File: src/rtl/pipe_stage_elastic.sv
// Elastic pipeline register: valid/ready handshake with a 2-entry skid buffer.
// Define PIPE_STAGE_STATS_EN to add stall/bubble/flush counters.
module pipe_stage_elastic #(
    parameter int unsigned DATA_W   = 96,
    parameter int unsigned CTRL_W   = 24,
    parameter bit          DATA_CLR = 1'b0
) (
    input  logic              clk,
    input  logic              rst,
    input  logic              in_valid,
    output logic              in_ready,
    input  logic [DATA_W-1:0] in_data,
    input  logic [CTRL_W-1:0] in_ctrl,
    output logic              out_valid,
    input  logic              out_ready,
    output logic [DATA_W-1:0] out_data,
    output logic [CTRL_W-1:0] out_ctrl,
    input  logic              flush
`ifdef PIPE_STAGE_STATS_EN
    ,
    output logic [31:0]       stat_stall,
    output logic [31:0]       stat_bubble,
    output logic [15:0]       stat_flush
`endif
);

    typedef enum logic [1:0] {
        ST_EMPTY = 2'd0,
        ST_ONE   = 2'd1,
        ST_TWO   = 2'd2
    } state_t;

    state_t              r_state;
    state_t              w_state_nxt;
    logic                r_in_ready;
    logic [DATA_W-1:0]   r_main_d;
    logic [CTRL_W-1:0]   r_main_c;
    logic [DATA_W-1:0]   r_skid_d;
    logic [CTRL_W-1:0]   r_skid_c;

    logic                w_in_fire;
    logic                w_out_fire;
    logic                w_ld_main_in;
    logic                w_ld_main_skid;
    logic                w_ld_skid;

    // Outputs are masked while reset is held so nothing leaks mid-reset.
    assign in_ready   = r_in_ready & rst;
    assign out_valid  = (r_state != ST_EMPTY) & rst;
    assign out_ctrl   = out_valid ? r_main_c : '0;
    assign out_data   = (DATA_CLR && !rst) ? '0 : r_main_d;

    assign w_in_fire  = in_valid & in_ready;
    assign w_out_fire = out_valid & out_ready;

    always_comb begin
        w_state_nxt    = r_state;
        w_ld_main_in   = 1'b0;
        w_ld_main_skid = 1'b0;
        w_ld_skid      = 1'b0;
        if (flush) begin
            w_state_nxt = ST_EMPTY;
        end else begin
            unique case (r_state)
                ST_EMPTY: begin
                    if (w_in_fire) begin
                        w_state_nxt  = ST_ONE;
                        w_ld_main_in = 1'b1;
                    end
                end
                ST_ONE: begin
                    if (w_in_fire && w_out_fire) begin
                        w_ld_main_in = 1'b1;
                    end else if (w_out_fire) begin
                        w_state_nxt = ST_EMPTY;
                    end else if (w_in_fire) begin
                        w_state_nxt = ST_TWO;
                        w_ld_skid   = 1'b1;
                    end
                end
                ST_TWO: begin
                    if (w_out_fire) begin
                        w_state_nxt    = ST_ONE;
                        w_ld_main_skid = 1'b1;
                    end
                end
                default: begin
                    w_state_nxt = ST_EMPTY;
                end
            endcase
        end
    end

    always_ff @(posedge clk) begin
        if (!rst) begin
            r_state    <= ST_EMPTY;
            r_in_ready <= 1'b1;
            r_main_c   <= '0;
            r_skid_c   <= '0;
        end else if (flush) begin
            r_state    <= ST_EMPTY;
            r_in_ready <= 1'b1;
            r_main_c   <= '0;
            r_skid_c   <= '0;
        end else begin
            r_state    <= w_state_nxt;
            r_in_ready <= (w_state_nxt != ST_TWO);
            if (w_ld_main_in) begin
                r_main_c <= in_ctrl;
            end else if (w_ld_main_skid) begin
                r_main_c <= r_skid_c;
            end
            if (w_ld_skid) begin
                r_skid_c <= in_ctrl;
            end
        end
    end

    // Payload only resets/clears when DATA_CLR is set; otherwise it just holds.
    always_ff @(posedge clk) begin
        if (DATA_CLR && (!rst || flush)) begin
            r_main_d <= '0;
            r_skid_d <= '0;
        end else if (rst && !flush) begin
            if (w_ld_main_in) begin
                r_main_d <= in_data;
            end else if (w_ld_main_skid) begin
                r_main_d <= r_skid_d;
            end
            if (w_ld_skid) begin
                r_skid_d <= in_data;
            end
        end
    end

`ifdef PIPE_STAGE_STATS_EN
    logic [31:0] r_stat_stall;
    logic [31:0] r_stat_bubble;
    logic [15:0] r_stat_flush;

    assign stat_stall  = r_stat_stall;
    assign stat_bubble = r_stat_bubble;
    assign stat_flush  = r_stat_flush;

    always_ff @(posedge clk) begin
        if (!rst) begin
            r_stat_stall  <= '0;
            r_stat_bubble <= '0;
            r_stat_flush  <= '0;
        end else begin
            if (out_valid && !out_ready && (r_stat_stall != '1)) begin
                r_stat_stall <= r_stat_stall + 32'd1;
            end
            if (!out_valid && (r_stat_bubble != '1)) begin
                r_stat_bubble <= r_stat_bubble + 32'd1;
            end
            // Only flushes that actually kill an entry are interesting.
            if (flush && (r_state != ST_EMPTY) && (r_stat_flush != '1)) begin
                r_stat_flush <= r_stat_flush + 16'd1;
            end
        end
    end
`endif

endmodule

File: config.mk
export PLATFORM = sky130hd
export DESIGN_NAME = pipe_stage_elastic
export DESIGN_NICKNAME = d
export VERILOG_FILES = /design/src/rtl/pipe_stage_elastic.sv
export SDC_FILE = /design/constraint.sdc
export NUM_CORES = 1
export LEC_CHECK = 0
export ABC_AREA = 1
export ABC_CLOCK_PERIOD_IN_PS = 8300
export CAP_MARGIN = 15
export CORE_MARGIN = 10
export CORE_UTILIZATION = 50
export CTS_CLUSTER_DIAMETER = 150
export DETAILED_ROUTE_END_ITERATION = 6
export PLACE_DENSITY = 0.9
export SLEW_MARGIN = 20
export SYNTH_ARGS = -nofsm -noshare
export SYNTH_HDL_FRONTEND = slang
export SYNTH_SLANG_ARGS = --single-unit
File: constraint.sdc
create_clock -name clk -period 8.3 [get_ports clk]
set_input_delay 1.245 -clock clk [delete_from_list [all_inputs] [get_ports clk]]
set_output_delay 1.245 -clock clk [all_outputs]
set_load 0.02 [all_outputs]
# --- Word level (Yosys, flattened, before mapping) ---
# Index checks and enable logic that the tools add are counted.
totals:
  ff_bits: 243
  latch_bits: 0
  ram_bits: 0
  mem_bits_ro: 0
  input_bits: 125
  output_inout_bits: 122
  wordCells: 46
  mem_count: 0
classes:
  n_addsub: 0
  multipliers: 0
  n_div: 0
  n_lt_le_gt_ge: 0
  eq_ne: 3
  n_shift: 0
  muxes: 23
  bitwise_logic: 5
  reduce_logical: 9
op_table:
  columns: ["op", "count"]
  rows:
  - ["$mux 96", 2]
  - ["$mux 24", 3]
  - ["$mux 2", 6]
  - ["$mux 1", 10]
  - ["$pmux 2 s3", 1]
  - ["$and 1x1->1", 4]
  - ["$reduce_and 2->1", 2]
  - ["$reduce_bool 2->1", 2]
  - ["$eq 2x1->1 const B", 1]
  - ["$eq 2x2->1 const B", 1]
  - ["$logic_and 1x1->1", 2]
  - ["$logic_not 2->1", 1]
  - ["$ne 2x2->1 const B", 1]
  - ["$pmux 1 s2", 1]
  - ["$reduce_or 2->1", 1]
  - ["$logic_not 1->1", 1]
  - ["$not 1->1", 1]

# --- Logic depth before layout (Yosys ltp) ---
# Gate-level depths: netlist (run 1).
depth:
  ltp_word: 9
  ltp_mapped: 10
  depth_no_buf: 9

# --- Worst setup path before layout (run 1) ---
# Ideal clock, no wire load.
synth_timing:
  kind: "input-to-reg"
  startpoint: "in rst"
  endpoint: "reg r_main_d[0] (netlist: out_data[0]), enable pin"
  setup_ns: 0.458
  arrival_time_ns: 4.110
  t_required_ns: 7.842
  path_slack_ns: 3.733
  cell_stages: 6
  cell_sequence: "inv_1 nor2_2 nand3_1 buf_2 buf_2 nand2_1"
synth_via:
  elab_chain_len: 8
  elab_cells_between_ends: 15
  cone_classes: "mux: 7; bitwise: 4; reduce/logical: 4"
synth_lines:
  columns: ["item", "line", "text"]
  rows:
  - ["start: declaration", "9", "input logic rst,"]
  - ["$and 1x1->1 (*)", "49", "assign out_valid = (r_state != ST_EMPTY) & rst;"]
  - ["via out_valid", "14", "output logic out_valid,"]
  - ["$and 1x1->1 (*)", "54", "assign w_out_fire = out_valid & out_ready;"]
  - ["$logic_and 1x1->1", "72", "if (w_in_fire && w_out_fire) begin"]
  - ["$mux 1", "72", null]
  - ["$pmux 1 s2", "64", "unique case (r_state)"]
  - ["$mux 1", "61", "if (flush) begin"]
  - ["$reduce_bool 2->1 (no source line) (*)", null, null]
  - ["$reduce_and 2->1 (no source line) (*)", null, null]
  - ["end signal: assignment", "126", "r_main_d <= in_data;"]
  - ["end signal: assignment", "128", "r_main_d <= r_skid_d;"]
  - ["end: declaration", "36", "logic [DATA_W-1:0] r_main_d;"]
# Mark *: on every way through the listed nets, which the timed path passes. The rest lies on a longest branch.
# A chain may end at the register's enable or synchronous reset.

# --- Worst setup path in the final report (run 1) ---
layout_timing:
  startpoint: "in rst"
  endpoint: "out out_ctrl[0]"
layout_via:
  elab_chain_len: 2
layout_lines:
  columns: ["item", "line", "text"]
  rows:
  - ["$and 1x1->1", "49", null]
  - ["$mux 24", "50", "assign out_ctrl = out_valid ? r_main_c : '0;"]
  - ["end: declaration", "17", "output logic [CTRL_W-1:0] out_ctrl,"]
# Every way passes these cells.

==> metrics.md, run 1 <==
| Metric | Value |
|---|---|
| CP endpoint kind | primary output |
| First-pass iteration count of the detailed router | 5 |
| DR iter-0 viols | roughly 540 |
| Area contributors post-synth | edfxtp_1, nand2_1, dfxtp_1, nand3_1, nor2_1 |
| Clock sinks | 243 |
| Crit path required time | slightly above 7 ns |
| Placed Area | approximately 0.012 mm2 |
| Synth Area in XOR/XNOR | 0 |
| Cts repair resizes | 0 |
| Critical path class | in2out |
| Seq/Total Area, Yosys | 0.7068 |
| Multiplexer share of the synthesized area | 0 |
| Warnings, synthesis | 0 |
| Initial antenna violation count | 5 |
| Worst setup path end | out_ctrl[0] |
| Vias in the first global route | 7,136 |
| Total negative slack | 0 ns |
| Yosys cell types | 19 |
| Worst Path Arrival | 3.35 ns |
| Post-synthesis sequential element count | 243 |
| Post-DRT Antenna Nets | 0 |
| DIE WIDTH | 158.6 um |
| Cell Chain, Critical Path | clkdlybuf4s50_1 > inv_1 > nor2_2 > inv_1 > nor2_1 > clkdlybuf4s50_1 |
| Met3 track demand over resource | 0.05640 |
| CTS tree | built |
| Status | finished clean |
| Register area | about 0.0068 mm2 |
| GRT Resource Usage Total | 0.1932 |
| Layout cells sized above 1 | 0.04439 |
| Worst-Skew Late Latency | roughly 0.5 ns |
| Maximum VDD drop | 132.1 uV |
| Cts-stage hold buffer count | 0 |
| Post-synthesis compound-gate area fraction | 0.02554 |
| Initial core utilization | 0.5116 |
| Adder-cell share of the synthesized area | 0 |
| Max incr delay on CP | 0.64 ns |
| Die H | around 160 um |
| Area occupied by multi-input gates | ~0.0024 mm2 |
| Detail Placement HPWL | 16.82 mm |
| Total CTS buffers | 25 |
| Tmin final | 4.595 ns |
| Global-route wire length before repair | 38.54 mm |
| Clock Path Buffers | 3 |
| Reg2reg end | r_skid_d[87] |
| Die ar. | 0.02515 mm2 |
| Simple-gate portion of the synthesized area | 0.2181 |
| Final Cycle Share | 0.5536 |
| Post-Route WL | ~25 mm |
| Hold Crit Class | reg2reg |
| Met1 Track Usage GR | 0.2267 |
| Filler instances | 1,341 |
| RSZ-0062 raised after global routing | false |
| Slew at the pin closest to its max-slew limit | 1.058 ns |
| Critical path peak fanout | 24 |
| LEAKAGE | 4.935 nW |
| DRC Markers | 0 |
| Mean Syn Cell Area | between 10 and 15 um2 |
| Final slew viol count | 0 |
| GR Util met2 | 0.3373 |
| Gpl congestion | 0.8468 |
| Top cell type's share of synthesized area | 0.6005 |
| Mapped Area | between 0.009 and 0.01 mm2 |
| Post-synth top area cell | edfxtp_1 |
| Slew margin rel. | 0.2950 |
| Clock slew seen by the registers of the worst setup and hold paths | roughly 0.06 ns |
| Clk root buf | clkbuf_16 |
| H-tree depth | 1 |
| Fmax | roughly 220 MHz |
| Clock skew | 0.009123 ns |
| Final Hold Fails | 0 |
| Via/cell ratio | 5.262 |
| Post-synthesis net count | between 1,000 and 1,500 |
| Core footprint | 0.01877 mm2 |
| Fin worst setup slack | 3.705 ns |
| Largest family of logic cells by synthesized area | simple AND/OR/NAND/NOR gates |
| CP max stage cell | clkdlybuf4s50_1 |
| Post-route cell area | 0.01296 mm2 |
| Area growth from synthesis to layout | 34.94% |
| Flop2flop setup slack | 4.67 ns |
| Largest net degree at the start of global routing | 97 |
| Top Usage Layer GRT | met2 |
| MaxCap Viol Count | 0 |
| Boundary Pins | 247 |
| Mapped Cells | 907 |
| Port bufs | 246 |
| Pwr per Cell Area | 200.3 mW/mm2 |
| Worst R2R Path Depth | 6 |
| Wire per inst | 18.29 um |
| RR Startpoint | r_state[1] |
| Nets | approximately 1,300 |
| Pre-CTS setup slack | 3.267 ns |
| Setup Buffers After CTS | 0 |
| Setup violators final | 0 |
| Grt ovf | 0 |
| Via Count | 7,283 |
| Core Util, Final | 0.6903 |
| Cell Rows | 50 |
| Worst Setup SP | rst |
| Startpoint types | input port |
## registers in the layout, indices dropped and copies added (netlist names)
signal / flops
r_skid_c: 24
r_state: 2
r_skid_d: 96
out_data: 96
r_in_ready: 1
r_main_c: 24
## power breakdown
| part | internal (mW) | switching [mW] | total [mW] |
|---|---|---|---|
| Sequential | 1.33 | 0.00517 | 1.34 |
| Clock | 0.625 | 0.445 | 1.07 |
| Combinational | 0.0908 | 0.0983 | 0.189 |
| Total | 2.05 | 0.549 | 2.60 |
## layer usage
layer | part of all wire | vias to the layer above
met5 | 0.0021 | -
met4 | 0.021 | 8
met3 | 0.10 | 50
met2 | 0.50 | 339
met1 | 0.37 | 3401
li1 | - | 3485
## layout make-up
type                       count  share of cell area
tap                          234             0.02260
sequential                   243              0.5238
multi-input combinational    551              0.1827
antenna                        1           0.0001931
clock buffer                  34             0.05167
clock inverter                11            0.008209
timing repair buffer         253              0.1941
inverter                      57             0.01671
## stage by stage
step | instances | power, mW | hold WS [ns]
4_1_cts | 1383 | 2.613 | 0.4623
5_1_grt | 1384 | 2.677 | 0.4778
3_5_place_dp | 1338 | 1.550 | 0.4522
3_3_place_gp | 1338 | 1.545 | 0.4476
2_1_floorplan | 907 | 1.440 | 0.4422
6_report | 1384 | 2.596 | 0.4624
## cells in the final DEF, fill, tap and decap left out, types with 15 or more instances in the layout
master and n:
clkdlybuf4s50_1 246, clkbuf_16 25, o21ai_0 24, nand2_1 295, clkinv_1 15, inv_1 43, a21oi_1 25, edfxtp_1 192
nor2_1 51, dfxtp_1 51, nand3_1 146
## cells by family (layout without fill, tap and decap cells)
kind of cell           after synthesis  count (layout)
and+or+nand+nor                    502             502
DFF                                243             243
buffers and inverters              113             355
AOI/OAI and AO/OA                   49              49
other                                0               1
## critical path, delay by kind of cell
kind | cells | cell delay (ns)
buf+inv | 4 | 1.64
simple gates | 2 | 0.45
## synth_stat cells, drive strengths merged
cell    number
inv         46
nand4        1
edfxtp     192
nand3      149
nor2        53
o21ai       24
clkbuf      17
a21oi       25
nand2      298
clkinv      11
nor3         1
buf         39
dfxtp       51
## how the worst min path moves through the flow
stage / from / end / depth (start not counted)
2_1_floorplan: r_skid_c[0] / r_skid_c[0] / 2
3_3_place_gp: r_skid_c[11] / r_skid_c[11] / 2
3_5_place_dp: r_skid_c[11] / r_skid_c[11] / 2
4_1_cts: r_skid_c[11] / r_skid_c[11] / 2
5_1_grt: r_skid_c[19] / r_skid_c[19] / 2
6_report: r_skid_c[9] / r_skid_c[9] / 2
(Power assumes the default switching activity.)
==> inputs of run 2 (changes only) <==
- ABC_CLOCK_PERIOD_IN_PS: 8300 -> 4400
- CORE_UTILIZATION: 50 -> 49
- PLACE_DENSITY: 0.9 -> 0.88
- clock period: 8.3 -> 4.4 ns (I/O delays scaled with it)
==> run 2 against run 1 <==
Effect of this change: clock skew up 0.0043 ns; design area is 0.25% higher; flip-flop and latch count stayed put; clock power up 71%; first-iteration DRC count shrank 12%; clock-buffer cell count fell by 5; routed wire length is 0.11% lower; global-route usage down 0.47 points; register-to-register slack worse by 2.9 ns; worst setup slack got worse by 2.7 ns.
==> metrics.md, run 2 (same netlist as run 1, synthesis figures left out) <==
| Metric | Value |
|---|---|
| CP max stage cell | clkdlybuf4s50_1 (unchanged) |
| Clock slew seen by the registers of the worst setup and hold paths | 0.06 ns (about the same) |
| Cell Rows | 51 (was 50) |
| Setup Buffers After CTS | 0 (unchanged) |
| Slew at the pin closest to its max-slew limit | 1.029 ns (was 1.058 ns) |
| DRC Markers | 0 (unchanged) |
| Cts-stage hold buffer count | 0 (unchanged) |
| Post-Place Cells | 1,374 (was 1,338) |
| Post-DRT Antenna Nets | 0 (unchanged) |
| Port bufs | 246 (unchanged) |
| Critical path class | in2out (unchanged) |
| H-tree depth | 1 (unchanged) |
| Post-Route WL | 25.29 mm (was 25.32 mm) |
| Die H | 160.0 um (was 158.6 um) |
| Worst Hold Slack | 0.4638 ns (was 0.4624 ns) |
| Commonest non-fill, non-tap cells in the layout | nand2_1, clkdlybuf4s50_1, edfxtp_1, nand3_1, dfxtp_1 (was nand2_1, clkdlybuf4s50_1, edfxtp_1, nand3_1) |
| Vias in the first global route | 7,332 (was 7,136) |
| CTS tree | built (unchanged) |
| Finished Layout Cells | 1,417 (was 1,384) |
| Filler instances | 1,418 (was 1,341) |
| Crit path buf inv count | 4 (unchanged) |
| Die ar. | 0.02560 mm2 (was 0.02515 mm2) |
| Layout cells sized above 1 | 0.04961 (was 0.04439) |
| Setup violators final | 0 (unchanged) |
| Final Hold Fails | 0 (unchanged) |
| Largest net degree at the start of global routing | 93 (was 97) |
| Largest delay share family, worst path | buffers and inverters (unchanged) |
| Crit path required time | 3.74 ns (was 7.05 ns) |
| Cell Chain, Critical Path | clkdlybuf4s50_1 > inv_1 > nor2_2 > inv_1 > nor2_1 > clkdlybuf4s50_1 (unchanged) |
| Fin worst setup slack | 0.9671 ns (was 3.705 ns) |
| Startpoint types | input port (unchanged) |
| DIE WIDTH | 160.0 um (was 158.6 um) |
| Clock sinks | 243 (unchanged) |
| Initial core utilization | 0.4950 (was 0.5116) |
| Wire per inst | 17.85 um (was 18.29 um) |
| Most common cell after layout, fill and taps aside | nand2_1 (unchanged) |
| Gpl congestion | 0.8168 (was 0.8468) |
| Clock Path Buffers | 3 (unchanged) |
| Final Cycle Share | 0.7802 |
| Slew margin rel. | 0.3138 (was 0.2950) |
| RSZ-0062 raised after global routing | false (unchanged) |
| Fmax | 291.3 MHz |
| Total CTS buffers | 24 (was 25) |
| Detail Placement HPWL | 16.77 mm (was 16.82 mm) |
| Critical path peak fanout | 24 (unchanged) |
| Nets | 1,260 (was 1,256) |
| GRT Resource Usage Total | 0.1886 (was 0.1932) |
| Initial antenna violation count | 2 (was 5) |
| Worst-Skew Late Latency | 0.50 ns (was 0.51 ns) |
| Clock skew | 0.01347 ns (was 0.009123 ns) |
| Tmin final | about 3.4 ns |
| Pre-CTS setup slack | 0.9725 ns (was 3.267 ns) |
| Grt ovf | 0 (unchanged) |
| Pwr per Cell Area | 362.8 mW/mm2 (was 200.3 mW/mm2) |
| Global-route wire length before repair | 39.59 mm (was 38.54 mm) |
| Area growth from synthesis to layout | 35.27% (was 34.94%) |
| Cts repair resizes | 0 (unchanged) |
| Hold Crit Class | reg2reg (unchanged) |
| Maximum VDD drop | 241.2 uV (was 132.1 uV) |
| Final slew viol count | 0 (unchanged) |
| Core footprint | 0.01940 mm2 (was 0.01877 mm2) |
| Boundary Pins | 247 (unchanged) |
| Clk root buf | clkbuf_16 (unchanged) |
| Total negative slack | 0 ns (unchanged) |
| First-pass iteration count of the detailed router | 5 (unchanged) |
| Total power | 4.712 mW (was 2.596 mW) |
| DR iter-0 viols | 475 (was 539) |
| Worst Path Arrival | 2.77 ns (was 3.35 ns) |
| Via Count | 7,281 (was 7,283) |
| LEAKAGE | 4.924 nW (was 4.935 nW) |
| Status | finished clean (unchanged) |
| MaxCap Viol Count | 0 (unchanged) |
| Via/cell ratio | 5.138 (was 5.262) |
| CP endpoint kind | primary output (unchanged) |
| Max incr delay on CP | 0.65 ns (was 0.64 ns) |
[run 2: final timing paths]
path | end | from | cells past startpoint | slack (ns)
worst max-delay path | out_ctrl[0] | rst | 6 | 0.97
worst min-delay path | r_skid_c[2] | r_skid_c[2] | 2 | 0.46
worst max register to register | out_data[35] | r_state[0] | 7 | 1.78
worst min register to register | r_skid_c[2] | r_skid_c[2] | 2 | 0.46
[run 2: worst reg2reg max path, cell delays in order (launching register included)]
cell	delay (ns)
dfxtp_1	0.50
inv_2	0.07
nand2_1	0.10
nand3_2	0.16
nand2_4	0.35
buf_4	0.86
nand3_1	0.29
nand2_1	0.15
[run 2: through the flow]
step,util,cell area (um2)
floorplan,-,9602
finish,0.6696,12990
detailed placement,0.6331,12280
global placement,0.6331,12280
CTS,0.6692,12980
global route,0.6693,12980
[run 2: power by group]
group          internal [mW]  switching, mW  leakage (nW)
clock                   1.03          0.804         0.326
combinational          0.174          0.187          2.44
sequential              2.51        0.00982          2.16
[run 2: area by class of cell]
cell class | count | area [um2] | share of cell area
Timing Repair Buffer | 258 | 2577 | 0.1984
Multi-Input combinational cell | 551 | 2370 | 0.1824
Sequential cell | 243 | 6787 | 0.5225
Clock buffer | 29 | 640.6 | 0.04932
Tap cell | 265 | 331.6 | 0.02553
Inverter | 57 | 216.5 | 0.01667
Clock inverter | 11 | 58.81 | 0.004528
Antenna cell | 3 | 7.507 | 0.0005780
[run 2: layer usage]
layer	track usage	wire length, um	share of wire	up-vias
li1	-	-	-	3495
met1	0.2268	9883	0.39	3371
met2	0.3188	12210	0.48	367
met3	0.05578	2467	0.098	48
met4	0.06010	729	0.029	0
met5	0	0	0	-
==> inputs of run 3 (changes only) <==
- ABC_CLOCK_PERIOD_IN_PS: 4400 -> 2900
- CORE_UTILIZATION: 49 -> 44
- PLACE_DENSITY: 0.88 -> 0.84
- clock period: 4.4 -> 2.9 ns (I/O delays scaled with it)
==> run 3 against run 2 <==
Effect of this change: via count is 0.51% higher; clock power is 68% higher; highest routed layer unchanged; register-to-register slack worse by 0.68 ns; sequential share of layout area is 0.73 points lower; critical endpoint is now out_ctrl[13]; routed wire length is 2.3% higher; global-route usage is 1.5 points lower; clock-buffer cell count is 6 higher; total power is 58% higher; non-clock buffer count is 5 higher; design area is 1.4% higher.
==> metrics.md, run 3 (same netlist as run 1, synthesis figures left out) <==
| Metric | Value |
|---|---|
| Core Util, Final | 0.6209 (was 0.6696) |
| P_int | 5.903 mW (was 3.711 mW) |
| First-pass iteration count of the detailed router | 5 (unchanged) |
| Most common cell after layout, fill and taps aside | nand2_1 (unchanged) |
| Nets | 1,266 (was 1,260) |
| Part of the power in combinational logic | 0.074 (was 0.077) |
| Via Count | 7,318 (was 7,281) |
| Worst Hold Slack | 0.4615 ns (was 0.4638 ns) |
| Slew at the pin closest to its max-slew limit | 0.8241 ns (was 1.029 ns) |
| Crit path buf inv count | 5 (was 4) |
| CP endpoint kind | primary output (unchanged) |
| Slew margin rel. | 0.4500 (was 0.3138) |
| Clock Path Buffers | 3 (unchanged) |
| Maximum VDD drop | 351.5 uV (was 241.2 uV) |
| Post-DRT Antenna Nets | 0 (unchanged) |
| CP max stage cell | clkdlybuf4s50_1 (unchanged) |
| Port bufs | 246 (unchanged) |
| Post-Route WL | 25.87 mm (was 25.29 mm) |
| Area growth from synthesis to layout | 37.22% (was 35.27%) |
| Largest net degree at the start of global routing | 121 (was 93) |
| RSZ-0062 raised after global routing | false (unchanged) |
| Worst Path Arrival | 2.32 ns (was 2.77 ns) |
| Wire per inst | 18.02 um (was 17.85 um) |
| Filler instances | 1,665 (was 1,418) |
| Via/cell ratio | 5.096 (was 5.138) |
| Cell Chain, Critical Path | clkdlybuf4s50_1 > inv_1 > nor2_2 > inv_1 > buf_4 > nor2_1 > clkdlybuf4s50_1 (was clkdlybuf4s50_1 > inv_1 > nor2_2 > inv_1 > nor2_1 > clkdlybuf4s50_1) |
| Flop pwr share | 0.513 (was 0.535) |
| CTS tree | built (unchanged) |
| MaxCap Viol Count | 0 (unchanged) |
| Gpl congestion | 0.7601 (was 0.8168) |
| Hold Crit Class | reg2reg (unchanged) |
| Commonest non-fill, non-tap cells in the layout | nand2_1, clkdlybuf4s50_1, edfxtp_1, nand3_1 (was nand2_1, clkdlybuf4s50_1, edfxtp_1, nand3_1, dfxtp_1) |
| Grt ovf | 0 (unchanged) |
| Final Hold Fails | 0 (unchanged) |
| Clock slew seen by the registers of the worst setup and hold paths | 0.06 ns (about the same) |
| Setup violators final | 0 (unchanged) |
| Startpoint types | input port (unchanged) |
| Post-route cell area | 0.01318 mm2 (was 0.01299 mm2) |
| Max incr delay on CP | 0.62 ns (was 0.65 ns) |
| Die H | 167.7 um (was 160.0 um) |
| Worst hold start | r_skid_c[10] (was r_skid_c[2]) |
| Largest delay share family, worst path | buffers and inverters (unchanged) |
| Setup Buffers After CTS | 0 (unchanged) |
| Critical path peak fanout | 11 (was 24) |
| DIE WIDTH | 167.7 um (was 160.0 um) |
| Layout cells sized above 1 | 0.06040 (was 0.04961) |
| Fin worst setup slack | 0.1462 ns (was 0.9671 ns) |
| Clock skew | 0.01265 ns (was 0.01347 ns) |
| Crit path required time | 2.47 ns (was 3.74 ns) |
| Cell Rows | 53 (was 51) |
| Core footprint | 0.02122 mm2 (was 0.01940 mm2) |
| Finished Layout Cells | 1,436 (was 1,417) |
| Total negative slack | 0 ns (unchanged) |
| Initial core utilization | 0.4525 (was 0.4950) |
| P_sw | 1.549 mW (was 1.001 mW) |
| Pre-CTS setup slack | 0.1028 ns (was 0.9725 ns) |
| Total power | 7.452 mW (was 4.712 mW) |
| GRT Resource Usage Total | 0.1738 (was 0.1886) |
| Placed Area | 0.01238 mm2 (was 0.01228 mm2) |
| H-tree depth | 1 (unchanged) |
| Final slew viol count | 0 (unchanged) |
| Worst Setup SP | rst (unchanged) |
| Global-route wire length before repair | 39.87 mm (was 39.59 mm) |
| Clock power share | 0.413 (was 0.389) |
| Worst-Skew Late Latency | 0.51 ns (was 0.50 ns) |
| RR Startpoint | r_state[0] (unchanged) |
| Detail Placement HPWL | 17.13 mm (was 16.77 mm) |
| DR iter-0 viols | 622 (was 475) |
| Post-Place Cells | 1,389 (was 1,374) |
| DRC Markers | 0 (unchanged) |
| Final Cycle Share | 0.9496 |
| Clk root buf | clkbuf_16 (unchanged) |
| Sw Ratio | 0.2079 (was 0.2124) |
| Boundary Pins | 247 (unchanged) |
| Status | finished clean (unchanged) |
| Initial antenna violation count | 2 (unchanged) |
| Total CTS buffers | 25 (was 24) |
| Critical path class | in2out (unchanged) |
| Area occupied by multi-input gates | 0.002370 mm2 (unchanged) |
| Register area | 0.006788 mm2 (was 0.006787 mm2) |
| Pwr per Cell Area | 565.6 mW/mm2 (was 362.8 mW/mm2) |
| Vias in the first global route | 7,114 (was 7,332) |
| Die ar. | 0.02813 mm2 (was 0.02560 mm2) |
| Fmax | 363.1 MHz |
| Tmin final | roughly 2.8 ns |
| Clock sinks | 243 (unchanged) |
| LEAKAGE | 5.041 nW (was 4.924 nW) |
-- run 3: cell types whose count changed in the layout (fill, tap and decap cells not counted), moves of 2 or more --
cell	delta
buf_12	+4
clkbuf_2	+4
clkbuf_8	+2
clkinv_2	+5
clkinv_1	-2
clkinvlp_4	-3
bufinv_16	+2
clkinvlp_2	-3
-- run 3: cell type report --
type                    instances  share of cell area
flip-flops and latches        243              0.5152
inverters                      57             0.01643
repair buffers                263              0.2023
clock buffers                  35             0.05223
well taps                     275             0.02612
multi-input cells             551              0.1799
clock inverters                10            0.007502
diodes                          2           0.0003799
-- run 3: power by group through the flow --
| stage | registers (mW) | clock network (mW) | logic, mW |
|---|---|---|---|
| after floorplan | 3.94 | 0 | 0.176 |
| after CTS | 3.82 | 3.14 | 0.557 |
| after global placement | 3.89 | 0 | 0.539 |
| after detailed placement | 3.90 | 0 | 0.553 |
| final | 3.82 | 3.08 | 0.554 |
| after global routing | 3.82 | 3.29 | 0.598 |
-- run 3: tightest hold or removal path, delay by kind of cell (launching register included) --
family	cells	cell delay (ns)
AO/OA/AOI/OAI	1	0.05
flip-flops	1	0.30
AND/OR/NAND/NOR	1	0.06
-- run 3: what timing repair did --
item                                    CTS  global route
endpoints found under the setup margin    0             3
resized for setup                         0             1
hold buffers                              0             0
-- run 3: path summary, 6_finish.rpt --
path | endpoint | slack [ns] | cells after the start
worst min-delay path | r_skid_c[10] | 0.46 | 2
worst max register to register | out_data[46] | 1.10 | 7
worst max-delay path | out_ctrl[13] | 0.15 | 7
worst min register to register | r_skid_c[10] | 0.46 | 2
-- run 3: per-layer routing --
metal | wire [um] | GRT usage | vias to the layer above
met2 | 13240 | 0.3017 | 304
li1 | - | - | 3510
met4 | 787 | 0.06170 | 0
met3 | 2045 | 0.04050 | 53
met1 | 9803 | 0.2063 | 3451
met5 | 0 | 0 | -
